`src/rtl/seven_seg_pkg.sv`:
```
// rtl/seven_seg_pkg.sv - shared AN slot codes, CA digit table and decoder FSM states
package seven_seg_pkg;

    localparam logic [3:0] AN_HUND  = 4'b1011;
    localparam logic [3:0] AN_TENS  = 4'b1101;
    localparam logic [3:0] AN_ONES  = 4'b1110;
    localparam logic [3:0] AN_BLANK = 4'b1111;

    // Active-low {g..a} pattern for digits 0..9, indexed by digit value
    localparam logic [6:0] CA_DIGIT [10] = '{
        7'b1000000, 7'b1111001, 7'b0100100, 7'b0110000, 7'b0011001,
        7'b0010010, 7'b0000010, 7'b1111000, 7'b0000000, 7'b0010000
    };

    typedef enum logic [1:0] {
        WAIT_H = 2'd0,
        GOT_H  = 2'd1,
        GOT_T  = 2'd2
    } seg_state_e;

    // d2*100 + d1*10 + d0 using shifts only
    function automatic logic [9:0] bcd3_to_bin(input logic [3:0] d2,
                                               input logic [3:0] d1,
                                               input logic [3:0] d0);
        logic [9:0] h;
        logic [9:0] t;
        logic [9:0] o;
        h = {6'b0, d2};
        t = {6'b0, d1};
        o = {6'b0, d0};
        return (h << 6) + (h << 5) + (h << 2) + (t << 3) + (t << 1) + o;
    endfunction

endpackage

```
`src/rtl/seg_pattern_decode.sv`:
```
// rtl/seg_pattern_decode.sv - combinational CA pattern to digit lookup
module seg_pattern_decode
    import seven_seg_pkg::*;
(
    input  logic [6:0] ca_i,
    output logic [3:0] digit_o,
    output logic       is_digit_o
);

    always_comb begin
        digit_o    = '0;
        is_digit_o = 1'b0;
        for (int i = 0; i < 10; i++) begin
            if (ca_i == CA_DIGIT[i]) begin
                digit_o    = 4'(i);
                is_digit_o = 1'b1;
            end
        end
    end

endmodule

```
`src/rtl/seven_seg_score_decoder.sv`:
```
// rtl/seven_seg_score_decoder.sv - rebuilds the 3-digit score from snooped AN/CA scan lines
// Optional frame watchdog enabled by defining SEG_TIMEOUT_EN.
module seven_seg_score_decoder
    import seven_seg_pkg::*;
#(
    parameter int SETTLE_CYC  = 16,
    parameter int TIMEOUT_CYC = 8192
) (
    input  logic       clk,
    input  logic       rst,
    input  logic [3:0] AN,
    input  logic [6:0] CA,
    output logic [7:0] score,
    output logic       score_valid,
    output logic       digit_err,
    output logic       frame_err,
    output logic       range_err,
    output logic       timeout
);

    localparam int CW = $clog2(SETTLE_CYC + 1);

    logic [3:0]    an_prev_q;
    logic [6:0]    ca_prev_q;
    logic [CW-1:0] stable_cnt_q, stable_cnt_d;
    logic          captured_q, captured_d;
    seg_state_e    state_q, state_d;
    logic [3:0]    d2_q, d2_d, d1_q, d1_d, d0_q, d0_d;
    logic          compute_q, compute_d;
    logic [7:0]    score_q, score_d;
    logic          score_valid_q, score_valid_d;
    logic          digit_err_q, digit_err_d;
    logic          frame_err_q, frame_err_d;
    logic          range_err_q, range_err_d;

    logic          changed;
    logic          capture;
    logic [3:0]    digit;
    logic          is_digit;
    logic [9:0]    sum;

    seg_pattern_decode u_decode (
        .ca_i       (CA),
        .digit_o    (digit),
        .is_digit_o (is_digit)
    );

    assign changed = (AN != an_prev_q) || (CA != ca_prev_q);
    // Fires on the cycle the count would reach SETTLE_CYC-1, so the slot register lands one edge earlier
    assign capture = !changed && !captured_q && (stable_cnt_q == CW'(SETTLE_CYC - 2));
    assign sum     = bcd3_to_bin(d2_q, d1_q, d0_q);

    always_comb begin
        stable_cnt_d  = stable_cnt_q;
        captured_d    = captured_q;
        state_d       = state_q;
        d2_d          = d2_q;
        d1_d          = d1_q;
        d0_d          = d0_q;
        compute_d     = 1'b0;
        score_d       = score_q;
        score_valid_d = 1'b0;
        digit_err_d   = 1'b0;
        frame_err_d   = 1'b0;
        range_err_d   = 1'b0;

        if (changed) begin
            stable_cnt_d = '0;
            captured_d   = 1'b0;
        end else begin
            if (stable_cnt_q != CW'(SETTLE_CYC)) stable_cnt_d = stable_cnt_q + 1'b1;
            if (capture) captured_d = 1'b1;
        end

        if (compute_q) begin
            if (sum <= 10'd255) begin
                score_d       = sum[7:0];
                score_valid_d = 1'b1;
            end else begin
                range_err_d = 1'b1;
            end
        end

        if (capture) begin
            case (AN)
                AN_BLANK: ;
                AN_HUND, AN_TENS, AN_ONES: begin
                    if (!is_digit) begin
                        digit_err_d = 1'b1;
                        state_d     = WAIT_H;
                    end else begin
                        case (state_q)
                            WAIT_H: begin
                                if (AN == AN_HUND) begin
                                    d2_d    = digit;
                                    state_d = GOT_H;
                                end
                            end
                            GOT_H: begin
                                if (AN == AN_TENS) begin
                                    d1_d    = digit;
                                    state_d = GOT_T;
                                end else if (AN == AN_HUND) begin
                                    d2_d = digit;
                                end else begin
                                    frame_err_d = 1'b1;
                                    state_d     = WAIT_H;
                                end
                            end
                            GOT_T: begin
                                if (AN == AN_ONES) begin
                                    d0_d      = digit;
                                    compute_d = 1'b1;
                                    state_d   = WAIT_H;
                                end else if (AN == AN_HUND) begin
                                    d2_d    = digit;
                                    state_d = GOT_H;
                                end else begin
                                    frame_err_d = 1'b1;
                                    state_d     = WAIT_H;
                                end
                            end
                            default: state_d = WAIT_H;
                        endcase
                    end
                end
                default: begin
                    frame_err_d = 1'b1;
                    state_d     = WAIT_H;
                end
            endcase
        end
    end

    always_ff @(posedge clk or posedge rst) begin
        if (rst) begin
            an_prev_q     <= AN_BLANK;
            ca_prev_q     <= 7'h7F;
            stable_cnt_q  <= '0;
            captured_q    <= 1'b0;
            state_q       <= WAIT_H;
            d2_q          <= '0;
            d1_q          <= '0;
            d0_q          <= '0;
            compute_q     <= 1'b0;
            score_q       <= '0;
            score_valid_q <= 1'b0;
            digit_err_q   <= 1'b0;
            frame_err_q   <= 1'b0;
            range_err_q   <= 1'b0;
        end else begin
            an_prev_q     <= AN;
            ca_prev_q     <= CA;
            stable_cnt_q  <= stable_cnt_d;
            captured_q    <= captured_d;
            state_q       <= state_d;
            d2_q          <= d2_d;
            d1_q          <= d1_d;
            d0_q          <= d0_d;
            compute_q     <= compute_d;
            score_q       <= score_d;
            score_valid_q <= score_valid_d;
            digit_err_q   <= digit_err_d;
            frame_err_q   <= frame_err_d;
            range_err_q   <= range_err_d;
        end
    end

    assign score       = score_q;
    assign score_valid = score_valid_q;
    assign digit_err   = digit_err_q;
    assign frame_err   = frame_err_q;
    assign range_err   = range_err_q;

`ifdef SEG_TIMEOUT_EN
    localparam int TW = $clog2(TIMEOUT_CYC + 1);
    logic [TW-1:0] wd_cnt_q;

    always_ff @(posedge clk or posedge rst) begin
        if (rst) begin
            wd_cnt_q <= '0;
        end else if (score_valid_q) begin
            wd_cnt_q <= '0;
        end else if (wd_cnt_q != TW'(TIMEOUT_CYC)) begin
            wd_cnt_q <= wd_cnt_q + 1'b1;
        end
    end

    assign timeout = (wd_cnt_q == TW'(TIMEOUT_CYC));
`else
    logic [31:0] unused_timeout_cyc;
    assign unused_timeout_cyc = 32'(TIMEOUT_CYC);
    assign timeout = 1'b0;
`endif

endmodule

```
`config.mk`:
```
export PLATFORM = sky130hd
export DESIGN_NAME = seven_seg_score_decoder
export DESIGN_NICKNAME = d
export VERILOG_FILES = /design/src/rtl/seven_seg_pkg.sv /design/src/rtl/seg_pattern_decode.sv /design/src/rtl/seven_seg_score_decoder.sv
export SDC_FILE = /design/constraint.sdc
export NUM_CORES = 1
export LEC_CHECK = 0
export ABC_AREA = 1
export CAP_MARGIN = 20
export CORE_MARGIN = 2
export CORE_UTILIZATION = 35
export CTS_BUF_LIST = sky130_fd_sc_hd__clkbuf_8
export CTS_CLUSTER_DIAMETER = 150
export DETAILED_ROUTE_END_ITERATION = 8
export SLEW_MARGIN = 0
export SYNTH_ARGS = -nofsm -noshare
export SYNTH_HDL_FRONTEND = slang
export SYNTH_HIERARCHICAL = 1
export SYNTH_SLANG_ARGS = --single-unit
export TNS_END_PERCENT = 20
```
`constraint.sdc`:
```
create_clock -name clk -period 3.1 [get_ports clk]
set_clock_uncertainty 0.1 [all_clocks]
set_input_delay 0.31 -clock clk [delete_from_list [all_inputs] [get_ports clk]]
set_output_delay 0.31 -clock clk [all_outputs]
set_load 0.05 [all_outputs]
```
# == Word level (Yosys, flattened, before mapping) ==
# Index checks and enable logic that the tools add are counted.
# word_totals
romBits,0
latchBits,0
ramBits,0
mem_count,0
ff_bits,44
out_inout_bits,13
wordCells,115
# classes
n_bitwise,1
mux,54
mul,0
shift,0
magnitude_cmp,1
div,0
addsub,6
n_reduce_logical,16
eq_ne,23
# op_table
cell,n
1-bit 2-to-1 mux,32
"7-bit by 5-bit == test with 1-bit output, second input constant",3
"7-bit == test, second input constant",3
4-bit 2-to-1 mux,5
"4-bit == test, second input constant",4
"7-bit by 6-bit == test with 1-bit output, second input constant",2
2-bit 2-to-1 mux,6
3-bit 2-to-1 mux,4
4-bit case mux with 3 select lines,1
10-bit by 4-bit adder with 10-bit output,1
10-bit by 5-bit adder with 10-bit output,1
10-bit by 6-bit adder with 10-bit output,1
10-bit by 7-bit adder with 10-bit output,1
10-bit by 9-bit adder with 10-bit output,1
"10-bit by 8-bit <= comparator with 1-bit output, second input constant",1
5-bit 2-to-1 mux,2
"5-bit inequality test, second input constant",2
5-bit AND reduction,2
"7-bit by 2-bit == test with 1-bit output, second input constant",1
7-bit logical NOT,1
7-bit inequality test,1
2-bit case mux with 3 select lines,1
6-bit AND reduction,1
"5-bit by 1-bit adder with 5-bit output, second input constant",1
18 further kinds,23

# == Logic depth before layout (Yosys ltp) ==
# Gate-level depths: netlist of the first run.
# depth
ltp_word,14
ltp_mapped,14

# == By module ==
# Netlist of the first run, hierarchy kept.
# by_module_without_submodules
module,cells_per_inst,n_inst,area_each_um2
seven_seg_score_decoder,324,1,2745.1
seg_pattern_decode,49,1,221.5

# == Worst setup path before layout of the first run ==
# No wires, ideal clock.
# synth_timing
path_type,register to register
startpoint,reg d2_q[1]
endpoint,reg score_q[0] (netlist: score[0])
required_ns,2.881
path_stages_with_launch,13
t_arrival_ns,2.752
setup_slack_ns,0.129
synth_period_minus_slack_ns,2.971
setup_time_ns,0.119
cell_sequence,dfrtp_1 inv_1 fa_1 inv_1 fa_1 ha_1 fa_1 nand4_2 nand4_1 nand2_4 nand3_4 nand2_1 nand2_1
# synth_via
elab_chain_len,7
# synth_rtl
element,line_no,text
"start, declared",seven_seg_score_decoder.sv:28,"logic [3:0] d2_q, d2_d, d1_q, d1_d, d0_q, d0_d;"
"start signal, assigned",seven_seg_score_decoder.sv:142,d2_q <= '0;
"start signal, assigned",seven_seg_score_decoder.sv:157,d2_q <= d2_d;
10-bit by 9-bit adder with 10-bit output,seven_seg_pkg.sv:31,return (h << 6) + (h << 5) + (h << 2) + (t << 3) + (t << 1) + o;
10-bit by 6-bit adder with 10-bit output (*),seven_seg_pkg.sv:31,
10-bit by 7-bit adder with 10-bit output (*),seven_seg_pkg.sv:31,
10-bit by 5-bit adder with 10-bit output (*),seven_seg_pkg.sv:31,
10-bit by 4-bit adder with 10-bit output (*),seven_seg_pkg.sv:31,
10-bit by 8-bit <= comparator with 1-bit output (*),seven_seg_score_decoder.sv:76,if (sum <= 10'd255) begin
2-bit AND reduction (no source line) (*),--,
"end signal, assigned",seven_seg_score_decoder.sv:161,score_q <= score_d;
"end, declared",seven_seg_score_decoder.sv:30,"logic [7:0] score_q, score_d;"
# Every way passes the cells marked *; elsewhere a longest branch is shown, timed or not.
# A chain may end at the register's enable or synchronous reset.

# == Final worst setup path of the first run ==
# layout_timing
startpoint,reg d1_q[0]
endpoint,reg score_q[4] (netlist: score[4])
# layout_via
elab_chain_len,5
# layout_rtl
element,line_no,text
"start, declared",seven_seg_score_decoder.sv:28,
"start signal, assigned",seven_seg_score_decoder.sv:143,d1_q <= '0;
"start signal, assigned",seven_seg_score_decoder.sv:158,d1_q <= d1_d;
10-bit by 7-bit adder with 10-bit output,seven_seg_pkg.sv:31,
10-bit by 5-bit adder with 10-bit output (*),seven_seg_pkg.sv:31,
10-bit by 4-bit adder with 10-bit output (*),seven_seg_pkg.sv:31,
10-bit by 8-bit <= comparator with 1-bit output,seven_seg_score_decoder.sv:76,
2-bit AND reduction (no source line),--,
# Marked as above.

==> flow_results.xml, run 1 <==
<?xml version="1.0" encoding="UTF-8"?>
<metrics>
  <group name="detailed_routing">
    <metric name="remaining_drc_errors" unit="">0</metric>
    <metric name="first_pass_iters" unit="">6</metric>
    <metric name="route.detailed.vias_per_inst" unit="">4.58</metric>
    <metric name="wl_per_cell" unit="um">11.0</metric>
    <metric name="vias" unit="">2360</metric>
    <metric name="detailedRoute.firstIterationViolations" unit="">54</metric>
    <metric name="wirelength" unit="um">5670</metric>
    <metric name="met1Wirelength" unit="um">2730</metric>
    <metric name="met2RoutedLength" unit="um">2710</metric>
    <metric name="maxUsedRoutingLayer" unit="">met4</metric>
    <metric name="routed-wl-met3" unit="um">153</metric>
    <metric name="postRouteAntennaNets" unit="">0</metric>
  </group>
  <group name="worst_setup_path">
    <metric name="cp_cell_sequence" unit="">inv_1 &gt; fa_1 &gt; inv_1 &gt; fa_1 &gt; ha_2 &gt; fa_2 &gt; nand4_2 &gt; nand3_1 &gt; nand2_2 &gt; nand2_4 &gt; buf_4 &gt; nand4_1 &gt; nand2_1</metric>
    <metric name="worstPathBufferInverterCount" unit="">3</metric>
    <metric name="worst_setup_endpoint" unit="">score[4]</metric>
    <metric name="worst-endpoint-arrival" unit="ps">3060</metric>
    <metric name="critPathCaptureType" unit="">register</metric>
    <metric name="startpoint_types" unit="">register</metric>
    <metric name="critical_path_peak_fanout" unit="">6</metric>
    <metric name="reg2reg_depth" unit="">13</metric>
    <metric name="crit_family" unit="">adder cells</metric>
    <metric name="critical_path_depth" unit="">13</metric>
    <metric name="crit_reg_reg_startpoint" unit="">d1_q[0]</metric>
    <metric name="startpoint" unit="">d1_q[0]</metric>
    <metric name="critical_path.max_stage_delay" unit="ps">500</metric>
    <metric name="critical-path-slowest-cell" unit="">fa_1</metric>
    <metric name="r2r_end" unit="">score[4]</metric>
    <metric name="classification_of_the_worst_setup_path" unit="">register to register</metric>
    <metric name="crit_required" unit="ps">3200</metric>
    <metric name="r2r_setup_slack" unit="ps">140</metric>
  </group>
  <group name="timing">
    <metric name="layout_worst_path_cycle_share" unit="%">95.6</metric>
    <metric name="timing.final.crit_period" unit="ps">2960</metric>
    <metric name="setup_viol_count_final" unit="">0</metric>
    <metric name="final-hold-violation-count" unit="">0</metric>
    <metric name="final.hold.worst_slack" unit="ps">267</metric>
    <metric name="worst-slew-pin-transition" unit="ps">818</metric>
    <metric name="timing_max_transition_violations_final" unit="">0</metric>
    <metric name="maxClockFrequency" unit="MHz">337</metric>
    <metric name="slew-limit-headroom" unit="%">45.2</metric>
  </group>
  <group name="run_status">
    <metric name="status" unit="">finished clean</metric>
  </group>
  <group name="run">
    <metric name="maxCapViolations" unit="">0</metric>
  </group>
  <group name="synth">
    <metric name="synthesis.area" unit="um2">2970</metric>
    <metric name="syn-mean-instance-area" unit="um2">7.95</metric>
    <metric name="ys_seq_area_share" unit="%">37.6</metric>
    <metric name="net_count_after_synthesis" unit="">415</metric>
    <metric name="postSynthRegisterBits" unit="">44</metric>
    <metric name="yosysWarnings" unit="">6</metric>
    <metric name="synth_cell_type_count" unit="">33</metric>
    <metric name="netlist_instances" unit="">373</metric>
  </group>
  <group name="placement">
    <metric name="placement.io_buffers" unit="">24</metric>
    <metric name="place_area" unit="um2">3340</metric>
    <metric name="hpwlAfterDp" unit="um">4420</metric>
    <metric name="gp_routability_congestion" unit="">0.828</metric>
  </group>
  <group name="floorplan">
    <metric name="die_area" unit="um2">9230</metric>
    <metric name="io_pins" unit="">26</metric>
    <metric name="chipWidth" unit="um">96.1</metric>
    <metric name="initial_utilization" unit="%">36.1</metric>
    <metric name="fp-row-count" unit="">33</metric>
    <metric name="placeableCoreArea" unit="um2">8220</metric>
    <metric name="vertical_die_dimension" unit="um">96.1</metric>
  </group>
  <group name="cells_and_area">
    <metric name="areaGrowthSynthToFinish" unit="%">18.6</metric>
    <metric name="ant_diodes" unit="">0</metric>
    <metric name="num-nets-final" unit="">451</metric>
    <metric name="final_design_area_no_fill" unit="um2">3520</metric>
    <metric name="final_common_cell" unit="">nand2_1</metric>
    <metric name="layout-drive-gt1-share" unit="%">13.2</metric>
    <metric name="layout.cells.most_common_list" unit="">nand2_1, inv_1, dfrtp_1</metric>
  </group>
  <group name="power_and_ir_drop">
    <metric name="power.static_leakage" unit="uW">0.00186</metric>
    <metric name="power-per-cell-area" unit="nW/um2">345</metric>
    <metric name="overall_power_of_the_completed_layout" unit="uW">1220</metric>
    <metric name="worst_ir_drop_vdd" unit="mV">0.185</metric>
  </group>
  <group name="clock_tree">
    <metric name="cts_made_buffers" unit="">5</metric>
    <metric name="clock_latency" unit="ps">300</metric>
    <metric name="count_of_h_tree_levels_built_during_cts" unit="">2</metric>
    <metric name="tritoncts" unit="">done</metric>
    <metric name="clock_path_buffers" unit="">2</metric>
    <metric name="worst_setup_hold_path_clk_slew" unit="ps">90</metric>
    <metric name="clkSinkCount" unit="">44</metric>
    <metric name="ctsHoldBuffers" unit="">0</metric>
    <metric name="clock_root_buffer_master" unit="">clkbuf_8</metric>
  </group>
  <group name="global_route">
    <metric name="overflow" unit="">0</metric>
    <metric name="global_route_wire_length_before_repair" unit="um">9580</metric>
    <metric name="antenna_found_initial" unit="">0</metric>
    <metric name="grt_max_degree" unit="">24</metric>
    <metric name="grt.total_usage" unit="%">13.2</metric>
    <metric name="grt_pass1_vias" unit="">2149</metric>
  </group>
  <group name="worst_hold_path">
    <metric name="hp-class" unit="">input pin to asynchronous set/reset pin</metric>
  </group>
</metrics>
-- kinds of logic (layout without fill, tap and decap cells) --
logic type                 count (synthesis)  count (layout)  share of synthesized area, %
and+or+nand+nor                          201             201                          32.1
DFF                                       44              44                          37.6
AOI/OAI and AO/OA                         18              18                          3.37
other                                      1               1                         0.126
xor gates and xnor gates                  11              11                          3.88
buffers and inverters                     69             106                          8.90
adders and majority gates                 29              29                          14.0
-- per-stage QoR --
step	worst slack, ps	TNS [ps]	util, %	std cells
final	137	0	42.8	515
after global routing	-18.5	-31.8	42.8	515
after CTS	50.5	0	42.3	510
after detailed placement	71.0	0	40.7	502
after global placement	141	0	40.7	502
after floorplan	129	0	-	373
-- worst register-to-register path: cells and delay by family (launching register included) --
| kind | cells | cell delay, ps |
|---|---|---|
| fa+ha+maj | 4 | 1560 |
| buf+inv | 3 | 280 |
| flops | 1 | 380 |
| simple gates | 6 | 540 |
-- state kept, by name (all words and copies together) (netlist names) --
| register | cells |
|---|---|
| d0_q | 4 |
| compute_q | 1 |
| d1_q | 4 |
| score | 8 |
| stable_cnt_q | 5 |
| frame_err | 1 |
| captured_q | 1 |
| score_valid | 1 |
| state_q | 2 |
| ca_prev_q | 7 |
| an_prev_q | 4 |
| d2_q | 4 |
| range_err | 1 |
| digit_err | 1 |
-- Yosys cell counts, drive strengths merged --
| cell type | n | share of area [%] |
|---|---|---|
| nor3 | 5 | 0.84 |
| and2 | 1 | 0.21 |
| a21boi | 1 | 0.25 |
| conb | 1 | 0.13 |
| or2 | 1 | 0.21 |
| fa | 7 | 4.7 |
| clkinv | 1 | 0.13 |
| nor2 | 30 | 4.8 |
| o21bai | 2 | 0.51 |
| dfstp | 11 | 9.7 |
| a211oi | 1 | 0.25 |
| nand3 | 35 | 7.2 |
| clkbuf | 1 | 0.17 |
| dfrtp | 33 | 28 |
| xor2 | 3 | 0.89 |
| a21oi | 9 | 1.5 |
| xnor2 | 8 | 3.0 |
| o21ai | 5 | 0.84 |
| ha | 22 | 9.3 |
| nand3b | 2 | 0.51 |
| nand2 | 108 | 14 |
| inv | 66 | 8.4 |
| buf | 1 | 0.25 |
| nand4 | 19 | 4.2 |
-- how the worst min path moves through the flow --
stage                    to  slack [ps]  cells after the start
2_1_floorplan  an_prev_q[0]         210                      0
3_3_place_gp       score[6]         360                      2
3_5_place_dp        d1_q[2]         360                      2
4_1_cts            score[1]         290                      2
5_1_grt         score_valid         330                      2
6_report        score_valid         270                      2
-- power by group --
group / total [uW] / leakage (uW) / internal [uW] / switching (uW)
sequential: 591 / 0.000565 / 587 / 3.76
combinational: 94.8 / 0.00123 / 33.8 / 61.0
clock: 530 / 0.0000695 / 319 / 211
-- timing repair --
item / in CTS / in global routing
setup endpoints to repair: 0 / 8
setup buffers: 0 / 5
endpoints found under the hold margin: 0 / 0
resized for setup: 0 / 6
-- area by class of cell --
type                    count  area, um2
fillers                   813       4700
multi-input cells         260       1600
flip-flops and latches     44       1120
repair buffers             31        293
inverters                  67        251
well taps                 105        131
clock buffers               5       68.8
clock inverters             3       63.8
-- routing by layer --
layer	vias to the layer above	global-route usage, %
li1	1246	-
met1	1073	17.0
met2	32	22.5
met3	9	2.58
met4	0	4.05
met5	-	0
Note: power is estimated with default switching activity, not from simulation.
==> run 2: changes to the inputs <==
--- a/config.mk
+++ b/config.mk
@@ -11,7 +11,9 @@
 export CORE_UTILIZATION = 35
 export CTS_BUF_LIST = sky130_fd_sc_hd__clkbuf_8
 export CTS_CLUSTER_DIAMETER = 150
+export CTS_CLUSTER_SIZE = 10
 export DETAILED_ROUTE_END_ITERATION = 8
+export GPL_TIMING_DRIVEN = 1
 export SLEW_MARGIN = 0
 export SYNTH_ARGS = -nofsm -noshare
 export SYNTH_HDL_FRONTEND = slang
==> results of run 2 <==
The final DEF is identical to that of run 1; final timing and power are the same.
